## config.mk

```make
export PLATFORM = sky130hd
export DESIGN_NAME = spirw_master_v
export DESIGN_NICKNAME = d
export VERILOG_FILES = /design/src/rtl/spirw_master_v_pkg.sv /design/src/rtl/spirw_sclk_gen.sv /design/src/rtl/spirw_master_v.sv
export SDC_FILE = /design/constraint.sdc
export NUM_CORES = 1
export LEC_CHECK = 0
export BUFFER_PORTS_ARGS = -buffer_cell sky130_fd_sc_hd__buf_2
export CAP_MARGIN = 20
export CORE_ASPECT_RATIO = 1.75
export CORE_MARGIN = 2
export CORE_UTILIZATION = 58
export CTS_CLUSTER_SIZE = 25
export DETAILED_ROUTE_END_ITERATION = 10
export PLACE_DENSITY = 0.8
export SETUP_SLACK_MARGIN = 0.02
export SYNTH_ARGS = -nofsm -noshare
export SYNTH_HDL_FRONTEND = slang
export SYNTH_SLANG_ARGS = --single-unit
export TNS_END_PERCENT = 5
```

## constraint.sdc

```tcl
create_clock -name clk -period 2.49 [get_ports clk]
set_clock_uncertainty 0.05 [all_clocks]
set_input_delay 0.1245 -clock clk [delete_from_list [all_inputs] [get_ports clk]]
set_output_delay 0.1245 -clock clk [all_outputs]
set_load 0.05 [all_outputs]
```

## src/rtl/spirw_master_v_pkg.sv

```systemverilog
// SPI RW master shared definitions.
// Command bytes are common with the slave-side code.
package spirw_master_v_pkg;

  localparam logic [7:0] SPIRW_CMD_WRITE = 8'h00;
  localparam logic [7:0] SPIRW_CMD_READ  = 8'h01;
  localparam logic [7:0] SPIRW_DUMMY     = 8'h00;

  typedef enum logic [2:0] {
    ST_IDLE,
    ST_LOAD,
    ST_HEADER,
    ST_DUMMY,
    ST_DATA,
    ST_HOLD,
    ST_GAP
  } state_t;

endpackage

```

## src/rtl/spirw_sclk_gen.sv

```systemverilog
// SPI clock generator: D-cycle half periods, idle low.
// Hold freezes the phase counter while a write byte stalls.
module spirw_sclk_gen #(
  parameter int c_clk_div = 4
) (
  input  logic clk,
  input  logic rstn,
  input  logic i_en,
  input  logic i_hold,
  output logic o_sclk,
  output logic o_rise,
  output logic o_fall
);

  localparam logic [7:0] LAST = 8'(c_clk_div - 1);

  logic [7:0] r_cnt;
  logic       r_sclk;
  logic       w_tick;

  assign w_tick = i_en && !i_hold && (r_cnt == LAST);
  assign o_rise = w_tick && !r_sclk;
  assign o_fall = w_tick && r_sclk;
  assign o_sclk = r_sclk;

  always_ff @(posedge clk or negedge rstn) begin
    if (!rstn) begin
      r_cnt  <= '0;
      r_sclk <= 1'b0;
    end else if (!i_en) begin
      r_cnt  <= '0;
      r_sclk <= 1'b0;
    end else if (!i_hold) begin
      if (r_cnt == LAST) begin
        r_cnt  <= '0;
        r_sclk <= ~r_sclk;
      end else begin
        r_cnt <= r_cnt + 8'd1;
      end
    end
  end

endmodule

```

## src/rtl/spirw_master_v.sv

```systemverilog
// SPI RW master: mode 0, MSB first, cmd + address header,
// optional dummy byte on reads, then N data bytes.
module spirw_master_v
  import spirw_master_v_pkg::*;
#(
  parameter int c_addr_bits = 16,
  parameter int c_len_bits  = 16,
  parameter int c_clk_div   = 4
) (
  input  logic                   clk,
  input  logic                   rstn,
  input  logic                   req,
  output logic                   ready,
  input  logic                   rw,
  input  logic [c_addr_bits-1:0] addr,
  input  logic [c_len_bits-1:0]  len,
  input  logic [7:0]             tx_data,
  input  logic                   tx_valid,
  output logic                   tx_ready,
  output logic [7:0]             rx_data,
  output logic                   rx_valid,
  output logic                   done,
  output logic                   csn,
  output logic                   sclk,
  output logic                   mosi,
  input  logic                   miso
);

  localparam int         HW   = 8 + c_addr_bits;
  localparam int         BW   = $clog2(HW);
  localparam logic [7:0] LAST = 8'(c_clk_div - 1);

  state_t                  r_state, w_next;
  logic [HW-1:0]           r_shift;
  logic [BW-1:0]           r_bit;
  logic [c_len_bits-1:0]   r_left;
  logic                    r_rw;
  logic [7:0]              r_rx;
  logic [7:0]              r_rx_data;
  logic                    r_rx_valid;
  logic                    r_done;
  logic                    r_csn;
  logic                    r_miso;
  logic [7:0]              r_wait;
  logic                    w_en, w_hold, w_xfer;
  logic                    w_rise, w_fall, w_last;
  logic                    w_sclk;

  assign w_en = (r_state == ST_HEADER) || (r_state == ST_DUMMY)
             || (r_state == ST_LOAD)   || (r_state == ST_DATA);
  assign w_hold = (r_state == ST_LOAD) && !r_rw && !tx_valid;
  assign w_xfer = (r_state == ST_LOAD) && (r_rw || tx_valid);
  assign w_last = (r_bit == '0);

  assign ready    = (r_state == ST_IDLE);
  assign tx_ready = (r_state == ST_LOAD) && !r_rw;
  assign rx_data  = r_rx_data;
  assign rx_valid = r_rx_valid;
  assign done     = r_done;
  assign csn      = r_csn;
  assign sclk     = w_sclk;
  assign mosi     = r_shift[HW-1];

  spirw_sclk_gen #(
    .c_clk_div(c_clk_div)
  ) u_sclk (
    .clk   (clk),
    .rstn  (rstn),
    .i_en  (w_en),
    .i_hold(w_hold),
    .o_sclk(w_sclk),
    .o_rise(w_rise),
    .o_fall(w_fall)
  );

  always_ff @(posedge clk or negedge rstn) begin
    if (!rstn) r_state <= ST_IDLE;
    else       r_state <= w_next;
  end

  always_comb begin
    w_next = r_state;
    unique case (r_state)
      ST_IDLE:   if (req) w_next = ST_HEADER;
      ST_HEADER: if (w_fall && w_last)
                   w_next = r_rw ? ST_DUMMY :
                            (r_left != '0) ? ST_LOAD : ST_HOLD;
      ST_DUMMY:  if (w_fall && w_last)
                   w_next = (r_left != '0) ? ST_LOAD : ST_HOLD;
      ST_LOAD:   if (w_xfer) w_next = ST_DATA;
      ST_DATA:   if (w_fall && w_last)
                   w_next = (r_left != '0) ? ST_LOAD : ST_HOLD;
      ST_HOLD:   if (r_wait == '0) w_next = ST_GAP;
      ST_GAP:    if (r_wait == '0) w_next = ST_IDLE;
      default:   w_next = ST_IDLE;
    endcase
  end

  always_ff @(posedge clk or negedge rstn) begin
    if (!rstn) begin
      r_shift    <= '0;
      r_bit      <= '0;
      r_left     <= '0;
      r_rw       <= 1'b0;
      r_rx       <= '0;
      r_rx_data  <= '0;
      r_rx_valid <= 1'b0;
      r_done     <= 1'b0;
      r_csn      <= 1'b1;
      r_miso     <= 1'b0;
      r_wait     <= '0;
    end else begin
      r_miso     <= miso;
      r_rx_valid <= 1'b0;
      r_done     <= 1'b0;
      if (w_rise) r_rx <= {r_rx[6:0], r_miso};
      if (w_rise && (r_state == ST_DATA) && r_rw && w_last) begin
        r_rx_data  <= {r_rx[6:0], r_miso};
        r_rx_valid <= 1'b1;
      end
      unique case (r_state)
        ST_IDLE: if (req) begin
          r_shift <= {(rw ? SPIRW_CMD_READ : SPIRW_CMD_WRITE), addr};
          r_bit   <= BW'(HW - 1);
          r_left  <= len;
          r_rw    <= rw;
          r_csn   <= 1'b0;
        end
        ST_LOAD: if (w_xfer) begin
          r_shift <= r_rw ? '0 : {tx_data, {c_addr_bits{1'b0}}};
          r_bit   <= BW'(7);
          r_left  <= r_left - 1'b1;
        end
        ST_HOLD: if (r_wait == '0) begin
          r_csn  <= 1'b1;
          r_done <= 1'b1;
          r_wait <= LAST;
        end else begin
          r_wait <= r_wait - 8'd1;
        end
        ST_GAP: if (r_wait != '0) r_wait <= r_wait - 8'd1;
        default: if (w_fall) begin
          // segment boundary: mosi may only change here, on a falling edge
          if (w_last) begin
            r_shift <= (w_next == ST_DUMMY)
                     ? {SPIRW_DUMMY, {c_addr_bits{1'b0}}} : '0;
            r_bit   <= BW'(7);
            r_wait  <= LAST;
          end else begin
            r_shift <= r_shift << 1;
            r_bit   <= r_bit - 1'b1;
          end
        end
      endcase
    end
  end

endmodule

```

==> results of run 1 <==
## per-stage QoR
step	instances	total power, mW	hold slack (ps)	utilization [%]
finish	625	2.93	12.0	70.2
global route	625	3.03	10.6	70.2
CTS	625	2.95	11.4	69.9
detailed placement	604	1.60	89.5	65.2
global placement	604	1.59	76.7	65.2
floorplan	465	1.51	-221	-
## worst max-delay path, cell delays in order, from the launching register on
cell and delay (ps):
dfrtp_1 510, buf_4 240, or3b_2 520, nor2_4 220, buf_2 310
## state kept, by name (all words and copies together), names as in the netlist, 3 cells and up
| register | flops |
|---|---|
| r_shift | 24 |
| r_left | 16 |
| r_wait | 8 |
| rx_data | 8 |
| u_sclk.r_cnt | 8 |
| r_rx | 7 |
| r_bit | 5 |
| r_state | 3 |
## worst max path at each step
stage,from,end,depth (start not counted)
2_1_floorplan,r_state[1]$_DFFE_PN0P_,u_sclk.o_sclk$_DFFE_PN0P_,7
3_3_place_gp,r_bit[0]$_DFFE_PN0P_,r_wait[3]$_DFFE_PN0P_,7
3_5_place_dp,r_bit[0]$_DFFE_PN0P_,r_wait[3]$_DFFE_PN0P_,7
4_1_cts,r_bit[0]$_DFFE_PN0P_,r_wait[3]$_DFFE_PN0P_,7
5_1_grt,r_bit[0]$_DFFE_PN0P_,r_wait[3]$_DFFE_PN0P_,7
6_report,r_state[2]$_DFFE_PN0P_,tx_ready,4
## cell families after synthesis
logic type / share of synthesized area, %
buffers and inverters: 4.35
flip-flops: 47.7
XOR/XNOR: 1.96
multiplexers: 5.87
AO/OA/AOI/OAI: 20.1
AND/OR/NAND/NOR: 18.3
adder cells (fa/ha/maj): 1.68
## cell type report
| type | instances | area (sq um) | share of cell area, % |
|---|---|---|---|
| Multi-Input combinational cell | 339 | 2170 | 41.2 |
| Inverter | 12 | 45.0 | 0.854 |
| Clock buffer | 13 | 260 | 4.93 |
| Tap cell | 88 | 110 | 2.09 |
| Clock inverter | 3 | 43.8 | 0.830 |
| Timing Repair Buffer | 85 | 515 | 9.77 |
| Sequential cell | 85 | 2130 | 40.3 |
## power by group
group	switching (mW)	internal (mW)	total [mW]
logic	0.0810	0.0676	0.149
clock network	0.525	0.832	1.36
registers	0.0183	1.41	1.43
## per-layer routing
| layer | up-vias | wire length (microns) |
|---|---|---|
| met3 | 27 | 368 |
| met1 | 1870 | 4020 |
| li1 | 1820 | - |
| met2 | 116 | 5660 |
| met5 | - | 0 |
| met4 | 0 | 488 |
## what timing repair did
action                                  CTS  global route
hold endpoints to repair                 40             0
endpoints found under the setup margin    0            12
hold buffers                              5             0
gates resized for setup                   0             4
## cells in the mapped netlist, types with 5 or more instances
library cell | number | area share, %
a21oi_1 | 54 | 6.1
a31oi_1 | 5 | 0.70
nor4_1 | 6 | 0.84
nand2_1 | 28 | 2.4
dfrtp_1 | 84 | 47
o21ai_0 | 23 | 2.6
ha_1 | 6 | 1.7
clkbuf_1 | 16 | 1.3
a22oi_1 | 25 | 4.2
xnor2_1 | 7 | 1.4
mux2_2 | 17 | 4.3
nand3_1 | 13 | 1.5
nor3_1 | 9 | 1.0
inv_1 | 12 | 1.0
buf_2 | 7 | 0.79
and3_1 | 8 | 1.1
or3_1 | 8 | 1.1
nor3b_1 | 5 | 0.84
nor2_1 | 62 | 5.2
mux2i_1 | 7 | 1.6
==> metrics, run 1 <==
status=finished, final reports clean; post-DR vias/cell=6.13; Pleak=2.57 nW; reg2reg path depth=6; vias in the first global route=around 3,700; max capacitance violation total=0; gr busiest metal=met2; Via Count=3,833; hold path startpoint=len[4]; Root Buffer=clkbuf_16; Starting Density=59.3%; drt pass-1 iters=6; PwrDens=556 mW/mm^2; total core area=around 0.0075 sq mm; number of fill cells=560; most frequent cells in the layout=dfrtp_1, nor2_1, buf_2; post-synth cell types=62; CP Launch Type=flip-flop; RSZ-0062 raised after global routing=no; kind of critical path=reg2out; DRT iter0 DRCs=between 200 and 300; Post-synth top flop=dfrtp_1; worst min-delay path category=in2reg; hold worst-path end=r_left[4]$_DFFE_PN0P_; async set or reset register ratio after synthesis=100%; yosys warns=0; minimum clock period=roughly 2300 ps; M2 GR Usage=about 44%; syn_area_per_cell=9.59 sq um; FP Rows=between 40 and 50; synthesized area=about 0.0045 sq mm; CTS Buffer Depth=2; required time of the worst setup path=roughly 2300 ps; diode count=0; Num Clock Sinks=85; Mapped Cells=465; placed cell areas=0.00490 sq mm; clk slew on worst S/H paths=60 ps; pin count of the biggest net entering global routing=50; post-route design area=0.00528 sq mm; drt drc=0; IO Count=61; Final Hold Fails=0; DP HPWL=7290 microns; Critical R2R Capture=r_wait[3]$_DFFE_PN0P_; fmax=432 MHz; GRT Residual Overflow=0; H-tree depth=3; die area=about 0.0084 sq mm; drt wl/cell=16.9 microns; DRT Wirelength=10,500 microns; commonest non-fill, non-tap cell in the layout=dfrtp_1; CP arrival=2140 ps; max-slew violations=0; Net Count, Synth=517; Die Width=70.3 microns; first-pass GRT wire length=17,200 microns; gpl congestion=0.888; Die Y=approximately 120 microns; later-pin clock latency in the skew report=340 ps; Tcrit/Tclk final=92.9%; final-stage net count=between 500 and 600; grt met3 use=4.79%; Layout area overhead=18.4%; CP endpoint kind=output pin; post-place setup slack=between 80 and 90 ps; met1 usage=28.7%; layout cells sized above 1=24.6%; Post-DRT Antenna Nets=0; FF-to-FF setup slack=190 ps; Least-Margin Pin Slew=529 ps; final worst slack=177 ps; hold path depth=3; TritonCTS Buffers=9; maximum VDD drop=0.553 mV; setup bufs post-CTS=0; PortBufs=60; Final TNS setup=0 ps; post-synthesis sequential area ratio=47.7%; # setup viols final=0; CP Max Fanout=10; initial antenna violation count=0; reg-to-reg startpoint=u_sclk.r_cnt[0]$_DFFE_PN0P_; gr usage total=25.6%; Slew HR=64.5%; Post-synth EDFFs=0; CTS tree=done; Synth Register Bits=85
(Power assumes the default switching activity.)
==> run 2, diff against run 1 <==
- CORE_MARGIN: 2 -> default
- CTS_CLUSTER_DIAMETER: default -> 100
==> run 2 against run 1 <==
Total power grew 2.1%. Core utilization grew 0.38 points. Die area shrank 4.5%. Critical path depth is the same. Via count grew 0.81%. Maximum frequency shrank 3.5%. Final cell count grew 0.16%. Wire length shrank 1.8%. Count of clock-buffer cells in the layout shrank 2. Flip-flop and latch count is the same. Final area grew 0.55%. Largest power group unchanged. Highest routed layer unchanged.
==> metrics, run 2 (synthesis gave the netlist of run 1 again) <==
status=finished, final reports clean; critical path's top delay family=simple AND/OR/NAND/NOR gates; CTS Buffer Depth=2 (unchanged); kind of critical path=reg2out; Biggest register=r_shift; area of the multi-input gates=0.00216 sq mm (-0.46%); Tcrit/Tclk final=96.3% (+3.3 points); diode count=0 (unchanged); DRT Wirelength=10,300 microns (-1.8%); vias in the first global route=3,755 (+0.78%); final-stage net count=586 (+0.34%); TritonCTS Buffers=9 (unchanged); Root Buffer=clkbuf_16; CP Max Fanout=12 (+2); initial antenna violation count=0 (unchanged); post-DR vias/cell=6.17 (+0.65%); required time of the worst setup path=2320 ps (about the same); biggest regs=r_shift x24, r_left x16; max capacitance violation total=0 (unchanged); CP endpoint kind=output pin; grt met3 use=5.81% (+1.0 points); H-tree depth=3 (unchanged); CP Launch Type=flip-flop; max-slew violations=0 (unchanged); IO Count=61 (unchanged); DP HPWL=7330 microns (+0.54%); commonest non-fill, non-tap cell in the layout=dfrtp_1; maximum VDD drop=0.552 mV (-0.18%); Post-Layout Cell Count=626 (+0.16%); met1 usage=31.6% (+3.0 points); number of fill cells=561 (+0.18%); gr usage total=27.7% (+2.1 points); Layout area overhead=19.0%; layout cells sized above 1=24.7% (+0.14 points); max reg flops=24 (unchanged); Pleak=2.58 nW (+0.48%); Placed Instances=606 (+0.33%); final total power=2.99 mW (+2.1%); gpl congestion=0.923 (+4.0%); clk slew on worst S/H paths=60 ps (about the same); RSZ-0062 raised after global routing=yes; storage element area=0.00213 sq mm (unchanged); later-pin clock latency in the skew report=340 ps (about the same); PwrDens=564 mW/mm^2 (+1.5%); total core area=0.00751 sq mm (unchanged); FP Rows=42 (unchanged); Starting Density=59.3% (unchanged); worst min-delay path category=in2reg; Num Clock Sinks=85 (unchanged); Die Width=68.3 microns (-2.8%); PortBufs=60 (unchanged); gr busiest metal=met2; Slew HR=60.8% (-3.7 points); drt drc=0 (unchanged); pin count of the biggest net entering global routing=47 (-6.0%); Via Count=3,864 (+0.81%); Post-DRT Antenna Nets=0 (unchanged); Die Y=118 microns (-1.7%); reg2reg path depth=6 (unchanged); Least-Margin Pin Slew=589 ps (+59.1 ps); CP max stage delay=540 ps (+20 ps); Crit. path cell count=4 (unchanged); setup bufs post-CTS=0 (unchanged); die area=0.00806 sq mm (-4.5%); drt wl/cell=16.5 microns (-2.0%); # setup viols final=0 (unchanged); fmax=417 MHz (-3.5%); utilization after layout=70.6% (+0.38 points); CP arrival=2220 ps (+80 ps); Final Hold Fails=0 (unchanged); crit-path cells=buf_4 > or3b_2 > nor2_2 > buf_2; CTS tree=done; first-pass GRT wire length=16,800 microns (-2.3%); DRT iter0 DRCs=233 (-11%); Slowest cell on crit path=or3b_2; WP buf/inv=2 (unchanged); minimum clock period=2400 ps (+83.3 ps); M2 GR Usage=44.3% (-0.097 points); hold path depth=3 (unchanged); most frequent cells in the layout=dfrtp_1, nor2_1, buf_2; GRT Residual Overflow=0 (unchanged); drt pass-1 iters=4 (-2); Final TNS setup=0 ps (unchanged)
run 2: cell count changes in the layout (fill, tap and decap cells not counted):
cell and change:
buf_12 +1, buf_4 +1, bufinv_16 +1, clkbuf_1 -1, clkbuf_8 -1, clkinv_4 -1
clkinvlp_4 +1, nor2_2 +1, nor2_4 -1, or3_1 +1, or3_4 -1
run 2: worst register-to-register path, delay by kind of cell (launching register included):
kind / cells / cell delay, ps
AND/OR/NAND/NOR: 4 / 1230
flip-flops: 1 / 390
multiplexers: 1 / 340
adder cells (fa/ha/maj): 1 / 230
run 2: stage by stage:
stage,hold slack (ps),instance area (sq um),setup WS (ps)
after floorplan,-221,4460,102
after global placement,104,4930,235
after detailed placement,110,4930,90.3
after CTS,13.9,5300,89.2
after global routing,9.75,5310,9.37
final,17.5,5310,93.4
run 2: repair_timing:
item | CTS | global route
gates resized for setup | 0 | 1
endpoints found under the setup margin | 0 | 4
hold buffers | 5 | 0
hold endpoints to repair | 48 | 0
run 2: power breakdown:
group          switching [mW]  total [mW]  internal [mW]  leakage, nW
logic                  0.0805       0.149         0.0687         1.33
registers              0.0180        1.43           1.41         1.10
clock network           0.520        1.42          0.898        0.152
total                   0.618        2.99           2.38         2.58
run 2: final cells by class:
cell class	count	area share (%)
inverters	12	0.849
flip-flops and latches	85	40.1
clock buffers	11	4.58
multi-input cells	339	40.8
well taps	88	2.08
clock inverters	4	1.37
repair buffers	87	10.2
run 2: routing by layer:
metal,routed length (microns),part of all wire [%]
met5,0,0
met4,535,5.2
met3,353,3.4
met2,5340,52
met1,4110,40
run 2: path summary, 6_finish.rpt:
check                                                 start                      end  slack (ps)
worst max register to register  u_sclk.r_cnt[0]$_DFFE_PN0P_   rx_data[3]$_DFFE_PN0P_         140
worst max-delay path                 r_state[1]$_DFFE_PN0P_                 tx_ready          90
max in group asynchronous                              rstn  r_shift[16]$_DFFE_PN0P_        1490
worst min-delay path                                 len[1]    r_left[1]$_DFFE_PN0P_          20
worst min register to register             r_miso$_DFF_PN0_   rx_data[0]$_DFFE_PN0P_         450
min in group asynchronous                              rstn           done$_DFF_PN0_         280
==> run 3, diff against run 2 <==
- MAX_ROUTING_LAYER: default -> met4
==> run 3 against run 2 <==
Count of clock-buffer cells in the layout is 2 higher. Maximum frequency is 3.9% higher. Sequential power hardly changed. Worst setup slack better by 91 ps. Critical path depth is 3 higher. Clock power is 16% lower. Core utilization is 0.68 points lower. Die area stayed put. Critical endpoint is now r_wait[3]$_DFFE_PN0P_. Largest power group unchanged.
==> metrics, run 3 (synthesis gave the netlist of run 1 again) <==
Num Clock Sinks=85 (unchanged); clock share of power=43.0% (-4.4 points); GRT Residual Overflow=0 (unchanged); PwrDens=526 mW/mm^2 (-6.8%); area of the multi-input gates=0.00217 sq mm (+0.52%); DP HPWL=7230 microns (-1.4%); worst min-delay path category=in2reg; drt wl/cell=16.4 microns (-0.67%); IO Count=61 (unchanged); storage element area=0.00213 sq mm (unchanged); biggest regs=r_shift x24, r_left x16; diode count=0 (unchanged); most frequent cells in the layout=dfrtp_1, nor2_1, buf_2; vias in the first global route=3,665 (-2.4%); Biggest register=r_shift; Starting Density=59.3% (unchanged); Layout area overhead=17.9%; DRT Wirelength=10,300 microns (-0.83%); net switching share of the total power=21.5% (+0.80 points); Comb power frac=5.3% (+0.3 points); CP endpoint kind=flip-flop; CP arrival=2510 ps (+290 ps); Root Buffer=clkbuf_16; max capacitance violation total=0 (unchanged); initial antenna violation count=0 (unchanged); H-tree depth=3 (unchanged); number of fill cells=591 (+5.3%); CTS tree=done; RSZ-0062 raised after global routing=no; required time of the worst setup path=2700 ps (+380 ps); Die Y=118 microns (unchanged); maximum VDD drop=0.502 mV (-9.1%); Pint=2.17 mW (-8.6%); TritonCTS Buffers=9 (unchanged); DRT iter0 DRCs=339 (+45%); Pleak=2.56 nW (-0.94%); CTS Buffer Depth=2 (unchanged); part of the power in registers=51.6% (+4.0 points); Post-DRT Antenna Nets=0 (unchanged); CP Launch Type=flip-flop; FP Rows=42 (unchanged); drt pass-1 iters=7 (+3); # setup viols final=0 (unchanged); Fin Hold WS=19.1 ps (+1.62 ps); PortBufs=60 (unchanged); first-pass GRT wire length=16,700 microns (-0.33%); clk slew on worst S/H paths=60 ps (about the same); status=finished, final reports clean; Final TNS setup=0 ps (unchanged); Tcrit/Tclk final=92.6% (-3.7 points); Die Width=68.3 microns (unchanged); final-stage net count=585 (-0.17%); Least-Margin Pin Slew=564 ps (-24.7 ps); post-DR vias/cell=6.12 (-0.80%); Psw=0.593 mW (-4.1%); kind of critical path=reg2reg; fmax=434 MHz (+3.9%); layout cells sized above 1=24.6% (-0.14 points); commonest non-fill, non-tap cell in the layout=dfrtp_1; CP Max Fanout=7 (-5); drt drc=0 (unchanged); max-slew violations=0 (unchanged); gpl congestion=0.888 (-3.8%); Via Count=3,827 (-0.96%); die area=0.00806 sq mm (unchanged); later-pin clock latency in the skew report=340 ps (about the same); minimum clock period=2310 ps (-91.0 ps); gr usage total=28.1% (+0.46 points); total core area=0.00751 sq mm (unchanged); setup bufs post-CTS=0 (unchanged); Final Hold Fails=0 (unchanged); max reg flops=24 (unchanged); Slew HR=62.3% (+1.5 points); pin count of the biggest net entering global routing=51 (+8.5%)
==> run 3: metrics by stage <==
step           setup WS [ps]  util, %  instances  instance area, sq um  total power [mW]
2_1_floorplan            102        -        465                  4460              1.51
3_3_place_gp             233     65.5        605                  4920              1.59
3_5_place_dp             126     65.5        605                  4920              1.59
4_1_cts                  113     69.6        625                  5230              2.79
5_1_grt                 42.1     69.9        625                  5250              2.85
6_report                 184     69.9        625                  5250              2.76
==> run 3: layout make-up <==
class	count	share of cell area, %
Clock buffer	13	4.76
Inverter	12	0.857
Multi-Input combinational cell	339	41.4
Sequential cell	85	40.5
Clock inverter	2	0.191
Tap cell	88	2.10
Timing Repair Buffer	86	10.2
==> run 3: timing repair <==
action | in CTS | in global routing
hold buffers | 5 | 0
setup endpoints to repair | 0 | 10
resized for setup | 0 | 3
hold endpoints to repair | 39 | 0
==> run 3: routing by layer <==
layer	track usage, %	vias to the layer above	part of all wire, %
li1	-	1822	-
met4	15.4	0	4.0
met3	5.33	40	4.0
met1	32.5	1844	39
met2	44.5	121	53
met5	-	-	0
==> run 3: power groups by stage <==
stage          clock network [mW]  logic, mW  registers [mW]
2_1_floorplan                   0     0.0568            1.45
3_3_place_gp                    0      0.139            1.45
3_5_place_dp                    0      0.143            1.45
4_1_cts                      1.21      0.150            1.43
5_1_grt                      1.26      0.167            1.43
6_report                     1.19      0.147            1.43
==> run 3: path summary, 6_finish.rpt <==
path                                        start                      to  slack, ps  cells past startpoint
max reg2reg                  r_bit[0]$_DFFE_PN0P_   r_wait[3]$_DFFE_PN0P_        180                      7
min reg2reg                rx_data[6]$_DFFE_PN0P_  rx_data[6]$_DFFE_PN0P_        450                      1
max                          r_bit[0]$_DFFE_PN0P_   r_wait[3]$_DFFE_PN0P_        180                      7
max in group asynchronous                    rstn         csn$_DFFE_PN1P_       1490                      3
min in group asynchronous                    rstn   r_wait[4]$_DFFE_PN0P_        250                      2
min                                        len[1]   r_left[1]$_DFFE_PN0P_         20                      3
==> run 3: worst max-delay path, stage by stage, from the launching register on <==
cell	delay [ps]
dfrtp_1	390
inv_1	80
ha_1	170
or4b_4	520
nor4_4	280
o21ai_2	170
a2111oi_4	330
mux2i_1	230
